File: config.mk
export PLATFORM = sky130hd
export DESIGN_NAME = fpga_pin_sampler_flat
export DESIGN_NICKNAME = d
export VERILOG_FILES = /design/src/rtl/fpga_pin_sampler_pkg.sv /design/src/rtl/fpga_pin_sampler_if.sv /design/src/rtl/fpga_pin_sampler_pin_debounce.sv /design/src/rtl/fpga_pin_sampler.sv /design/src/flat_wrapper.sv
export SDC_FILE = /design/constraint.sdc
export NUM_CORES = 1
export LEC_CHECK = 0
export BUFFER_PORTS_ARGS = -buffer_cell sky130_fd_sc_hd__buf_2
export CELL_PAD_IN_SITES_DETAIL_PLACEMENT = 1
export CELL_PAD_IN_SITES_GLOBAL_PLACEMENT = 1
export CORE_MARGIN = 4
export CORE_UTILIZATION = 52
export DETAILED_ROUTE_END_ITERATION = 12
export PLACE_DENSITY = 0.86
export SLEW_MARGIN = 20
export SYNTH_ARGS = -nofsm -noshare
export SYNTH_HDL_FRONTEND = slang
export SYNTH_SLANG_ARGS = --single-unit
File: constraint.sdc
create_clock -name clk -period 5.1 [get_ports clk]
set_clock_uncertainty 0.1 [all_clocks]
set_input_delay 0.51 -clock clk [delete_from_list [all_inputs] [get_ports clk]]
set_output_delay 0.51 -clock clk [all_outputs]
set_load 0.005 [all_outputs]
File: src/rtl/fpga_pin_sampler_pkg.sv
// fpga_pin_sampler_pkg
// Shared constants and types for the pin sampler:
//   NUM_PINS  - number of sampled external pins
//   CNT_W     - width of each pin's debounce tick counter
//   state_t   - reporting FSM encoding
package fpga_pin_sampler_pkg;

    localparam int NUM_PINS = 16;
    localparam int CNT_W    = 4;

    typedef enum logic {
        ST_IDLE   = 1'b0,
        ST_REPORT = 1'b1
    } state_t;

endpackage

File: src/rtl/fpga_pin_sampler_if.sv
// fpga_pin_sampler_if
// Report channel between the sampler and its consumer.
//   ev_valid   - report available (sampler -> consumer)
//   ev_ready   - consumer accepts the report (consumer -> sampler)
//   ev_state   - debounced pin levels at report time
//   ev_changed - pins whose debounced level changed since the last accepted report
//   ev_overrun - sticky flag: some pin changed twice before being reported
//   ev_clear   - synchronous clear of ev_overrun (consumer -> sampler)
// Modports: master = sampler side, slave = consumer side.
interface fpga_pin_sampler_if;
    import fpga_pin_sampler_pkg::*;

    logic                ev_valid;
    logic                ev_ready;
    logic [NUM_PINS-1:0] ev_state;
    logic [NUM_PINS-1:0] ev_changed;
    logic                ev_overrun;
    logic                ev_clear;

    modport master (
        output ev_valid, ev_state, ev_changed, ev_overrun,
        input  ev_ready, ev_clear
    );

    modport slave (
        input  ev_valid, ev_state, ev_changed, ev_overrun,
        output ev_ready, ev_clear
    );
endinterface

File: src/rtl/fpga_pin_sampler_pin_debounce.sv
// pin_debounce
// One pin's path: 2-flop synchronizer, tick-driven debounce counter and
// debounced level, plus a one-cycle pulse when the debounced level flips.
//   clk, rst_n - clock, asynchronous active-low reset
//   pin        - raw asynchronous pin
//   tick       - sample strobe from the shared prescaler
//   stable     - debounced level
//   pulse      - high for the single cycle in which stable takes a new value
module pin_debounce
    import fpga_pin_sampler_pkg::*;
#(
    parameter int DEBOUNCE_COUNT = 4
) (
    input  logic clk,
    input  logic rst_n,
    input  logic pin,
    input  logic tick,
    output logic stable,
    output logic pulse
);

    logic             sync1;
    logic             synced;
    logic [CNT_W-1:0] cnt;

    always_ff @(posedge clk or negedge rst_n) begin
        if (!rst_n) begin
            sync1  <= 1'b0;
            synced <= 1'b0;
        end else begin
            sync1  <= pin;
            synced <= sync1;
        end
    end

    // The counter only advances on ticks where the synced level disagrees
    // with the accepted level; any agreeing tick (a bounce back) restarts it.
    // Reaching DEBOUNCE_COUNT flips stable and raises pulse on the same edge.
    always_ff @(posedge clk or negedge rst_n) begin
        if (!rst_n) begin
            cnt    <= '0;
            stable <= 1'b0;
            pulse  <= 1'b0;
        end else begin
            pulse <= 1'b0;
            if (tick) begin
                if (synced != stable) begin
                    if (cnt == CNT_W'(DEBOUNCE_COUNT - 1)) begin
                        stable <= synced;
                        cnt    <= '0;
                        pulse  <= 1'b1;
                    end else begin
                        cnt <= cnt + CNT_W'(1);
                    end
                end else begin
                    cnt <= '0;
                end
            end
        end
    end

endmodule

File: src/rtl/fpga_pin_sampler.sv
// fpga_pin_sampler
// Samples 16 asynchronous pins, debounces each one and reports debounced
// level changes over a valid/ready channel, merging changes that arrive
// while a report is outstanding.
//   clk, rst_n   - clock, asynchronous active-low reset
//   pin0..pin15  - raw external pins (pinN -> bit N of ev_state/ev_changed)
//   ev           - report channel (master side), see fpga_pin_sampler_if
module fpga_pin_sampler
    import fpga_pin_sampler_pkg::*;
#(
    parameter int SAMPLE_DIV     = 1000,
    parameter int DEBOUNCE_COUNT = 4
) (
    input  logic clk,
    input  logic rst_n,
    input  logic pin0,
    input  logic pin1,
    input  logic pin2,
    input  logic pin3,
    input  logic pin4,
    input  logic pin5,
    input  logic pin6,
    input  logic pin7,
    input  logic pin8,
    input  logic pin9,
    input  logic pin10,
    input  logic pin11,
    input  logic pin12,
    input  logic pin13,
    input  logic pin14,
    input  logic pin15,
    fpga_pin_sampler_if.master ev
);

    localparam int PW = $clog2(SAMPLE_DIV);

    logic [NUM_PINS-1:0] pin_vec;
    logic [NUM_PINS-1:0] stable_vec;
    logic [NUM_PINS-1:0] pulse_vec;

    logic [PW-1:0]       presc_q;
    logic                tick;

    state_t              state_q,   state_d;
    logic                valid_q,   valid_d;
    logic [NUM_PINS-1:0] st_q,      st_d;
    logic [NUM_PINS-1:0] chg_q,     chg_d;
    logic [NUM_PINS-1:0] pend_q,    pend_d;
    logic                ovr_q,     ovr_d;
    logic [NUM_PINS-1:0] merged;
    logic                ovr_set;

    assign pin_vec = {pin15, pin14, pin13, pin12, pin11, pin10, pin9, pin8,
                      pin7,  pin6,  pin5,  pin4,  pin3,  pin2,  pin1, pin0};

    // tick is decoded from the prescaler value itself, so it is high for
    // exactly the one cycle spent at SAMPLE_DIV-1.
    assign tick = (presc_q == PW'(SAMPLE_DIV - 1));

    always_ff @(posedge clk or negedge rst_n) begin
        if (!rst_n) begin
            presc_q <= '0;
        end else if (tick) begin
            presc_q <= '0;
        end else begin
            presc_q <= presc_q + PW'(1);
        end
    end

    for (genvar i = 0; i < NUM_PINS; i++) begin : g_pin
        pin_debounce #(
            .DEBOUNCE_COUNT (DEBOUNCE_COUNT)
        ) u_pin_debounce (
            .clk    (clk),
            .rst_n  (rst_n),
            .pin    (pin_vec[i]),
            .tick   (tick),
            .stable (stable_vec[i]),
            .pulse  (pulse_vec[i])
        );
    end

    always_ff @(posedge clk or negedge rst_n) begin
        if (!rst_n) begin
            state_q <= ST_IDLE;
            valid_q <= 1'b0;
            st_q    <= '0;
            chg_q   <= '0;
            pend_q  <= '0;
            ovr_q   <= 1'b0;
        end else begin
            state_q <= state_d;
            valid_q <= valid_d;
            st_q    <= st_d;
            chg_q   <= chg_d;
            pend_q  <= pend_d;
            ovr_q   <= ovr_d;
        end
    end

    // Pulses are registered alongside stable, so stable_vec already holds
    // the new levels in the cycle a pulse is visible here. On acceptance the
    // same-cycle pulses are folded into the next report rather than dropped.
    always_comb begin
        state_d = state_q;
        valid_d = valid_q;
        st_d    = st_q;
        chg_d   = chg_q;
        pend_d  = pend_q;
        merged  = pend_q | pulse_vec;
        ovr_set = 1'b0;

        case (state_q)
            ST_IDLE: begin
                if (|pulse_vec) begin
                    valid_d = 1'b1;
                    st_d    = stable_vec;
                    chg_d   = pulse_vec;
                    state_d = ST_REPORT;
                end
            end
            ST_REPORT: begin
                ovr_set = |(pulse_vec & (chg_q | pend_q));
                if (ev.ev_ready) begin
                    if (|merged) begin
                        st_d   = stable_vec;
                        chg_d  = merged;
                        pend_d = '0;
                    end else begin
                        valid_d = 1'b0;
                        chg_d   = '0;
                        state_d = ST_IDLE;
                    end
                end else begin
                    pend_d = merged;
                end
            end
            default: begin
                state_d = ST_IDLE;
            end
        endcase

        ovr_d = ovr_set | (ovr_q & ~ev.ev_clear);
    end

    assign ev.ev_valid   = valid_q;
    assign ev.ev_state   = st_q;
    assign ev.ev_changed = chg_q;
    assign ev.ev_overrun = ovr_q;

endmodule

File: src/flat_wrapper.sv
// flat-port wrapper written by rule: the top's interface ports become plain ports
module fpga_pin_sampler_flat import fpga_pin_sampler_pkg::*;
#(
    parameter int SAMPLE_DIV     = 1000,
    parameter int DEBOUNCE_COUNT = 4
)
  (clk, rst_n, pin0, pin1, pin2, pin3, pin4, pin5, pin6, pin7, pin8, pin9, pin10, pin11, pin12, pin13, pin14, pin15, ev_ev_valid, ev_ev_state, ev_ev_changed, ev_ev_overrun, ev_ev_ready, ev_ev_clear);
  fpga_pin_sampler_if ev_i ();
  input  logic clk;
  input  logic rst_n;
  input  logic pin0;
  input  logic pin1;
  input  logic pin2;
  input  logic pin3;
  input  logic pin4;
  input  logic pin5;
  input  logic pin6;
  input  logic pin7;
  input  logic pin8;
  input  logic pin9;
  input  logic pin10;
  input  logic pin11;
  input  logic pin12;
  input  logic pin13;
  input  logic pin14;
  input  logic pin15;
  output wire logic [$bits(ev_i.ev_valid)-1:0] ev_ev_valid;
  output wire logic [$bits(ev_i.ev_state)-1:0] ev_ev_state;
  output wire logic [$bits(ev_i.ev_changed)-1:0] ev_ev_changed;
  output wire logic [$bits(ev_i.ev_overrun)-1:0] ev_ev_overrun;
  input wire logic [$bits(ev_i.ev_ready)-1:0] ev_ev_ready;
  input wire logic [$bits(ev_i.ev_clear)-1:0] ev_ev_clear;
  assign ev_ev_valid = ev_i.ev_valid;
  assign ev_ev_state = ev_i.ev_state;
  assign ev_ev_changed = ev_i.ev_changed;
  assign ev_ev_overrun = ev_i.ev_overrun;
  assign ev_i.ev_ready = ev_ev_ready;
  assign ev_i.ev_clear = ev_ev_clear;
  fpga_pin_sampler #(.SAMPLE_DIV(SAMPLE_DIV), .DEBOUNCE_COUNT(DEBOUNCE_COUNT)) u_core (.clk(clk), .rst_n(rst_n), .pin0(pin0), .pin1(pin1), .pin2(pin2), .pin3(pin3), .pin4(pin4), .pin5(pin5), .pin6(pin6), .pin7(pin7), .pin8(pin8), .pin9(pin9), .pin10(pin10), .pin11(pin11), .pin12(pin12), .pin13(pin13), .pin14(pin14), .pin15(pin15), .ev(ev_i));
endmodule
== Word-level counts from Yosys, hierarchy flattened ==
Index checks and enable logic that the tools add are counted.
Cells by class
  $add $sub $neg: 17
  equal/unequal tests: 38
  mux-type cells: 100
  bitwise logic cells: 7
  reduce and logical (&&, ||, !) cells: 23
Operators with widths (number)
  two-way mux 16 bit: 8
  two-way mux 4 bit: 32
  adder 4 x 1 -> 4 bit, second input constant: 16
  equality test 4 x 2 -> 1 bit, second input constant: 16
  one-hot mux 16 bit (2 select lines): 2
  two-way mux 1 bit: 55
  AND reduction 3 bit: 18
  OR reduction 16 bit: 3
  bitwise OR 16 bit: 2
  bitwise AND 16 bit: 1
  != test 1 bit: 16
  adder 10 x 1 -> 10 bit, second input constant: 1
  equality test 10 bit, second input constant: 1
  two-way mux 10 bit: 1
  != test 2 bit, second input constant: 3
  != test 2 x 1 -> 1 bit, second input constant: 2
  one-hot mux 1 bit (2 select lines): 2
  AND reduction 2 bit: 2
  inverter 1 bit: 2
  bitwise AND 1 bit: 1
  bitwise OR 1 bit: 1
Storage, ports and cells
  register bits after elaboration: 189
  input port bits: 20
  output and inout bits: 34

== Longest topological paths before layout ==
Gate-level depths: netlist of the first run.
  depth after elaboration: 5
  depth in mapped cells: 8
  mapped depth without buffers: 5

== Cells and area by module ==
From an unflattened synthesis of the first run, not the netlist that was laid out.
Unflattened totals
  cell total of the unflattened synthesis: 823
  area total of the unflattened synthesis: 8951.1 µm²
By module, submodules not included
  pin_debounce: times used 16, cells each 29, area an instance 359.1 µm², seq. area each 200.2 µm²
  fpga_pin_sampler: times used 1, cells each 359, area an instance 3205.6 µm², seq. area each 1526.5 µm²

== Worst setup path before layout of the first run ==
No wires, ideal clock.
  path type: reg2reg
  start point: register u_core.pend_q[9]
  end point: register u_core.st_q[10] (netlist: u_core.ev.ev_state[10])
  arrival time: 1703 ps
  path slack: 3169 ps
  stages on the path, launching flop included: 6
  clock period less this slack: 1931 ps
  path through: dfrtp_1 nor4_1 nand4_1 a22oi_4 buf_6 mux2_1
Between the ends
  word-level cells in the longest chain between the ends: 4
RTL lines
  start, declared: line fpga_pin_sampler.sv:48  | logic [NUM_PINS-1:0] pend_q, pend_d;
  start signal, assigned: line fpga_pin_sampler.sv:96  | pend_q <= pend_d;
  bitwise OR 16 bit: line fpga_pin_sampler.sv:110  | merged = pend_q | pulse_vec;
  OR reduction 16 bit: line fpga_pin_sampler.sv:125  | if (|merged) begin
  != test 2 bit (no line)
  AND reduction 3 bit (no line)
  end signal, assigned: line fpga_pin_sampler.sv:94  | st_q <= st_d;
  end, declared: line fpga_pin_sampler.sv:46  | logic [NUM_PINS-1:0] st_q, st_d;
No other way between the ends.
A chain may end at the register's enable or synchronous reset.

== Worst setup path after layout of the first run ==
  start point: register u_core.pend_q[9]
  end point: register u_core.st_q[4] (netlist: u_core.ev.ev_state[4])
The elaborated chain is that of the path after synthesis.

==> metrics.cfg, run 1 <==
[yosys]
synth_cell_types=41
synth_top_area_share=0.5719
synthXorXnorAreaFrac=0.02118
yosys-top-cells-area=dfrtp_1 (57%), nand2_1 (6.1%), o21ai_0 (5.1%)
yosys_warnings=0
synth_top_cells_by_count=dfrtp_1 (189), nand2_1 (134), o21ai_0 (84)
yosysMostFrequentCell=dfrtp_1
synthCells=765
seq_area_frac_synth=0.5719
avgSynthCellArea_um2=10.81
synth.mux.area_fraction=0.04357
synth-compound-area-share=0.1224
synth.net_count=802
synth-seq-cells=189
synth_enable_flop_cells=0
ys.flop_type=dfrtp_1
synth_area_um2=8270
async_flop_share=1.000
synth_top_family_by_area=simple AND/OR/NAND/NOR gates
synth_area_leader_cell=dfrtp_1
synth_fa_ha_area_frac=0.02572
synthSimpleGateAreaFrac=0.1900

[placed_design]
hpwl_um=13600
gp_congestion=0.8645
portBuffers=53

[cells_and_area]
multi_input_area_um2=3338
num_antenna_cells=0
n_fill_cell=1653
ff_latch_area_um2=4730
syn_to_final_growth_pct=13.37
utilization=0.6100
drive_above_1_share=0.1427
nNetsFinal=852

[cts]
clock-sinks=189
cts_hold_buf=0
cts.htree.levels=4
cts.path.max_buffers=2
cts_tree=yes
clkTransAtPathRegs_ns=0.07
cts_inserted_buffers=17
cts_root_buf=clkbuf_16
cts.repair.resized=0
postCtsSetupBuffers=0
insertion_delay_ns=0.44

[critical_path]
cp-start-kind=flip-flop
critPathMaxStageDelay_ns=0.79
path_cells=nor4_1 -> nand4_1 -> a22oi_4 -> mux2_2
critPathKind=reg -> reg
worst_ep_required_time_ns=5.32
worstPathArrival_ns=2.93
crit_path_end_kind=flip-flop
critPathSlowestCell=a22oi_4
worstPathMaxFanout=16

[power_and_ir_drop]
peakVddDrop_mv=0.2769
p_leak_nw=4.526
powerDensity_nw_per_um2=323.7

[global_routing]
grt_max_degree=97
antenna_found_initial=0
grt_pass1_vias=6944
grt_usage=0.2600
grt_overflow=0
grt_pass1_wl_um=37100

[die]
dieWidth_um=134.1
ios=54
rows=45
start_util=0.5381
die_h_um=134.1
dieArea_um2=17990
core_area_um2=15370

[timing]
setup_tns_ns=0
min_period_over_period=0.5314
maxSlewViolCount=0
maxSlewHeadroom=0.2687
fmax_ghz=0.3690
setup_viol=0
period_minus_slack_ns=2.710
rsz0062_at_grt=false
worst_slew_pin_slew_ns=1.092
hold_viol=0

[flow_run]
max_cap_viol_count=0

[status]
outcome=finished clean

[worst_hold_path]
hold_class=in -> async

[detailed_routing]
drc=0
routed_wl_um=21710
vias=6215
dr.pass1.iters=5
drt-initial-drc-count=436
viasPerCell=5.987
antenna_left=0
route.detailed.wl_per_inst_um=20.92

## critical path: cells and delay by family (launching register included)
kind | cells | cell delay [ns]
AND/OR/NAND/NOR | 2 | 0.85
AO/OA/AOI/OAI | 1 | 0.79
multiplexers | 1 | 0.43
flip-flops | 1 | 0.41
## cell type report
type / instances / share of cell area
flip-flops and latches: 189 / 0.5044
multi-input cells: 527 / 0.3560
clock buffers: 20 / 0.04977
repair buffers: 59 / 0.03403
well taps: 211 / 0.02816
clock inverters: 11 / 0.01922
inverters: 21 / 0.008407
## worst paths after layout
path	from	end	slack (ns)	depth (start not counted)
min in group clk	pin1	u_core.g_pin[1].u_pin_debounce.sync1$_DFF_PN0_	0.07	1
worst max register to register	u_core.pend_q[9]$_DFFE_PN0P_	u_core.ev.ev_state[4]$_DFFE_PN0P_	2.39	4
worst min-delay path	rst_n	u_core.g_pin[3].u_pin_debounce.cnt[0]$_DFFE_PN0P_	0.06	1
max in group asynchronous	rst_n	u_core.g_pin[5].u_pin_debounce.cnt[3]$_DFFE_PN0P_	3.61	2
worst max-delay path	u_core.pend_q[9]$_DFFE_PN0P_	u_core.ev.ev_state[4]$_DFFE_PN0P_	2.39	4
worst min register to register	u_core.g_pin[10].u_pin_debounce.sync1$_DFF_PN0_	u_core.g_pin[10].u_pin_debounce.synced$_DFF_PN0_	0.24	0
## state kept, by name, indices dropped and copies added, names as in the netlist
| register | flops |
|---|---|
| u_core.ev.ev_changed | 16 |
| u_core.g_pin.u_pin_debounce.pulse | 16 |
| u_core.presc_q | 10 |
| u_core.g_pin.u_pin_debounce.sync1 | 16 |
| u_core.state_q | 1 |
| u_core.ev.ev_valid | 1 |
| u_core.g_pin.u_pin_debounce.synced | 16 |
| u_core.ev.ev_overrun | 1 |
| u_core.g_pin.u_pin_debounce.stable | 16 |
| u_core.pend_q | 16 |
| u_core.ev.ev_state | 16 |
| u_core.g_pin.u_pin_debounce.cnt | 64 |
## power by group
group	switching (mW)	internal (mW)	total, mW
clock	0.591	0.865	1.46
sequential	0.00682	1.51	1.52
combinational	0.0458	0.0152	0.0610
## layout by cell type, fill, tap and decap left out, types with 4 or more instances in the layout
master / n
dfrtp_1: 189
nand2_1: 134
o21ai_0: 84
buf_2: 52
nand3_1: 38
o31ai_1: 33
nor2_1: 20
inv_1: 20
mux2_2: 18
and2_1: 18
xor2_1: 18
nor2b_1: 17
and3_1: 17
ha_1: 17
clkbuf_16: 17
nand3b_1: 16
a31oi_1: 16
a221o_1: 16
nor3b_1: 16
mux2_1: 14
nand4_1: 6
buf_4: 6
nor4_4: 4
nor4_1: 4
bufinv_16: 4
clkbuf_8: 4
## cells by family after synthesis
logic type                 after synthesis
and+or+nand+nor                        300
DFF                                    189
AOI/OAI and AO/OA                      158
buffers and inverters                   49
muxes                                   32
xor gates and xnor gates                20
adders and majority gates               17
## per-layer routing
| metal | wire length [µm] | track usage | vias up |
|---|---|---|---|
| met5 | 0 | 0 | - |
| met4 | 677 | 0.1035 | 0 |
| met3 | 848 | 0.04764 | 56 |
| met2 | 11220 | 0.4565 | 151 |
| met1 | 8966 | 0.3192 | 3191 |
| li1 | - | - | 2817 |
## stage by stage
step                cells  hold WS, ns  power [mW]  instance area [µm²]  worst slack [ns]
finish               1038      0.06222       3.035                 9376             2.390
global route         1038      0.05585       3.137                 9376             2.201
CTS                  1038      0.06109       3.051                 9376             2.411
detailed placement   1007       0.2363       1.609                 8730             2.417
global placement     1007       0.2328       1.603                 8730             2.622
floorplan             765       0.1144       1.561                 8270             3.169
Power figures use the tool's default switching activity.
==> run 2, diff against run 1 <==
--- a/config.mk
+++ b/config.mk
@@ -9,9 +9,9 @@
 export CELL_PAD_IN_SITES_DETAIL_PLACEMENT = 1
 export CELL_PAD_IN_SITES_GLOBAL_PLACEMENT = 1
 export CORE_MARGIN = 4
-export CORE_UTILIZATION = 52
+export CORE_UTILIZATION = 48
 export DETAILED_ROUTE_END_ITERATION = 12
-export PLACE_DENSITY = 0.86
+export PLACE_DENSITY = 0.8
 export SLEW_MARGIN = 20
 export SYNTH_ARGS = -nofsm -noshare
 export SYNTH_HDL_FRONTEND = slang
==> constraint.sdc (replaced) <==
create_clock -name clk -period 2.69 [get_ports clk]
set_clock_uncertainty 0.1 [all_clocks]
set_input_delay 0.269 -clock clk [delete_from_list [all_inputs] [get_ports clk]]
set_output_delay 0.269 -clock clk [all_outputs]
set_load 0.005 [all_outputs]
==> run 2 against run 1 <==
Effect of this change: setup slack worse by 2.0 ns; die area is 7.8% higher; clock power grew 60%; core utilization fell by 4.1 points; wire length shrank 4.6%; largest cell class unchanged.
==> metrics.cfg, run 2 (synthesis gave the netlist of run 1 again) <==
[status]
outcome=finished clean

[global_routing]
antenna_found_initial=0  ; unchanged
gr-usage-met3=0.03877  ; -0.008872
grtUsageMet1=0.2815  ; -0.03770
busiest_layer=met2
grt_max_degree=64  ; -34%
grt_pass1_vias=6867  ; -1.1%
grt_use_met2=0.3845  ; -0.07201
grt_pass1_wl_um=35290  ; -4.9%
grt_overflow=0  ; unchanged
grt_usage=0.2231  ; -0.03694

[critical_path]
crit_family=simple AND/OR/NAND/NOR gates
cp-start-kind=flip-flop
worstPathArrival_ns=2.55  ; -0.38 ns
path_cells=nor4_1 -> nand4_1 -> a22oi_4 -> buf_4 -> mux2_1
worst_ep_required_time_ns=2.89  ; -2.43 ns
crit_path_end_kind=flip-flop
critPathMaxStageDelay_ns=0.43  ; -0.36 ns
worst-r2r-cell-count=5  ; +1
critPathKind=reg -> reg
cp.depth=5  ; +1
worstPathMaxFanout=10  ; -6
critPathSlowestCell=nor4_1
path_buf_inv=1  ; +1

[cells_and_area]
nNetsFinal=876  ; +2.8%
multi_input_area_um2=3338  ; unchanged
final_common_cell=dfrtp_1
syn_to_final_growth_pct=15.26
top_register=u_core.g_pin.u_pin_debounce.cnt
ff_latch_area_um2=4730  ; unchanged
num_antenna_cells=0  ; unchanged
layout_common_cells=dfrtp_1 (189), nand2_1 (134), o21ai_0 (84)
instances_no_fill=1072  ; +3.3%
n_fill_cell=1850  ; +12%
drive_above_1_share=0.1397  ; -0.003013
largest_reg_flops=64  ; unchanged

[timing]
fmax_ghz=0.4256  ; +15%
setup_tns_ns=0  ; unchanged
hold_viol=0  ; unchanged
setup_viol=0  ; unchanged
period_minus_slack_ns=2.350  ; -0.3606 ns
rsz0062_at_grt=false
min_period_over_period=0.8734  ; +0.3420
maxSlewViolCount=0  ; unchanged
worst_slew_pin_slew_ns=0.6078  ; -0.4843 ns
maxSlewHeadroom=0.5948  ; +0.3260

[cts]
postCtsSetupBuffers=0  ; unchanged
cts_inserted_buffers=17  ; unchanged
clock-sinks=189  ; unchanged
cts_hold_buf=18  ; +18
cts.path.max_buffers=2  ; unchanged
insertion_delay_ns=0.43  ; about the same
cts.repair.resized=0  ; unchanged
clkTransAtPathRegs_ns=0.07  ; about the same
cts_tree=yes
cts.htree.levels=4  ; unchanged
cts_root_buf=clkbuf_16

[detailed_routing]
antenna_left=0  ; unchanged
route.detailed.wl_per_inst_um=19.32  ; -7.6%
viasPerCell=5.772  ; -3.6%
routed_wl_um=20710  ; -4.6%
dr.pass1.iters=4  ; -1
drc=0  ; unchanged
drt-initial-drc-count=302  ; -31%
vias=6188  ; -0.43%

[placed_design]
dp.cells=1022  ; +1.5%
gp_congestion=0.8086  ; -6.5%
hpwl_um=13890  ; +2.1%
portBuffers=53  ; unchanged

[power_and_ir_drop]
p_leak_nw=4.596  ; +1.5%
powerDensity_nw_per_um2=561.0  ; +73%
peakVddDrop_mv=0.4746  ; +71%

[die]
start_util=0.4935  ; -0.04459
core_area_um2=16760  ; +9.0%
dieWidth_um=139.3  ; +3.8%
dieArea_um2=19390  ; +7.8%
die_h_um=139.3  ; +3.8%
rows=47  ; +4.4%
ios=54  ; unchanged

[flow_run]
max_cap_viol_count=0  ; unchanged

[worst_hold_path]
hold_class=reg -> reg
hold_depth=0

[run 2: cell count changes in the layout (fill, tap and decap cells not counted), moves of 3 or more]
| cell | previous run | this run |
|---|---|---|
| clkinv_2 | 0 | 6 |
| bufinv_16 | 4 | 1 |
| dlygate4sd3_1 | 0 | 18 |
| clkbuf_1 | 0 | 6 |
| buf_12 | 0 | 3 |
| buf_4 | 6 | 9 |
[run 2: worst register-to-register path: cells and delay by family (launching register included)]
kind	cells	cell delay [ns]
buffers and inverters	1	0.26
AO/OA/AOI/OAI	1	0.28
flip-flops	1	0.41
multiplexers	1	0.36
AND/OR/NAND/NOR	2	0.81
[run 2: path summary, 6_finish.rpt]
check	start	end	slack (ns)
worst min-delay path	u_core.g_pin[10].u_pin_debounce.sync1$_DFF_PN0_	u_core.g_pin[10].u_pin_debounce.synced$_DFF_PN0_	0.24
max in group asynchronous	rst_n	u_core.g_pin[15].u_pin_debounce.cnt[2]$_DFFE_PN0P_	1.42
worst max-delay path	u_core.pend_q[9]$_DFFE_PN0P_	u_core.ev.ev_state[12]$_DFFE_PN0P_	0.34
worst max register to register	u_core.pend_q[9]$_DFFE_PN0P_	u_core.ev.ev_state[12]$_DFFE_PN0P_	0.34
min in group asynchronous	rst_n	u_core.g_pin[3].u_pin_debounce.cnt[2]$_DFFE_PN0P_	0.28
worst min register to register	u_core.g_pin[10].u_pin_debounce.sync1$_DFF_PN0_	u_core.g_pin[10].u_pin_debounce.synced$_DFF_PN0_	0.24
[run 2: metrics by stage]
| step | utilization | hold WS [ns] | worst slack [ns] | power (mW) | cell area (µm²) |
|---|---|---|---|---|---|
| after floorplan | - | -0.1266 | 0.7591 | 2.960 | 8270 |
| after global placement | 0.5265 | 0.1818 | 0.4371 | 3.043 | 8823 |
| after detailed placement | 0.5265 | 0.1877 | 0.3647 | 3.055 | 8823 |
| after CTS | 0.5688 | 0.2501 | 0.3478 | 5.401 | 9533 |
| after global routing | 0.5688 | 0.2615 | 0.2227 | 5.566 | 9533 |
| final | 0.5688 | 0.2424 | 0.3405 | 5.348 | 9533 |
[run 2: routing by layer]
layer | wire (µm) | vias up
met5 | 0 | -
met2 | 10690 | 115
met1 | 8890 | 3172
met3 | 619 | 40
met4 | 510 | 0
li1 | - | 2861
[run 2: cell type report]
cell class / count / share of cell area
flip-flops and latches: 189 / 0.4961
multi-input cells: 527 / 0.3502
repair buffers: 83 / 0.06103
clock buffers: 24 / 0.04843
well taps: 220 / 0.02888
inverters: 21 / 0.008269
clock inverters: 8 / 0.007088
[run 2: report_power, final]
group	switching, mW	internal, mW
Combinational	0.0897	0.0498
Clock	1.04	1.29
Sequential	0.0127	2.87
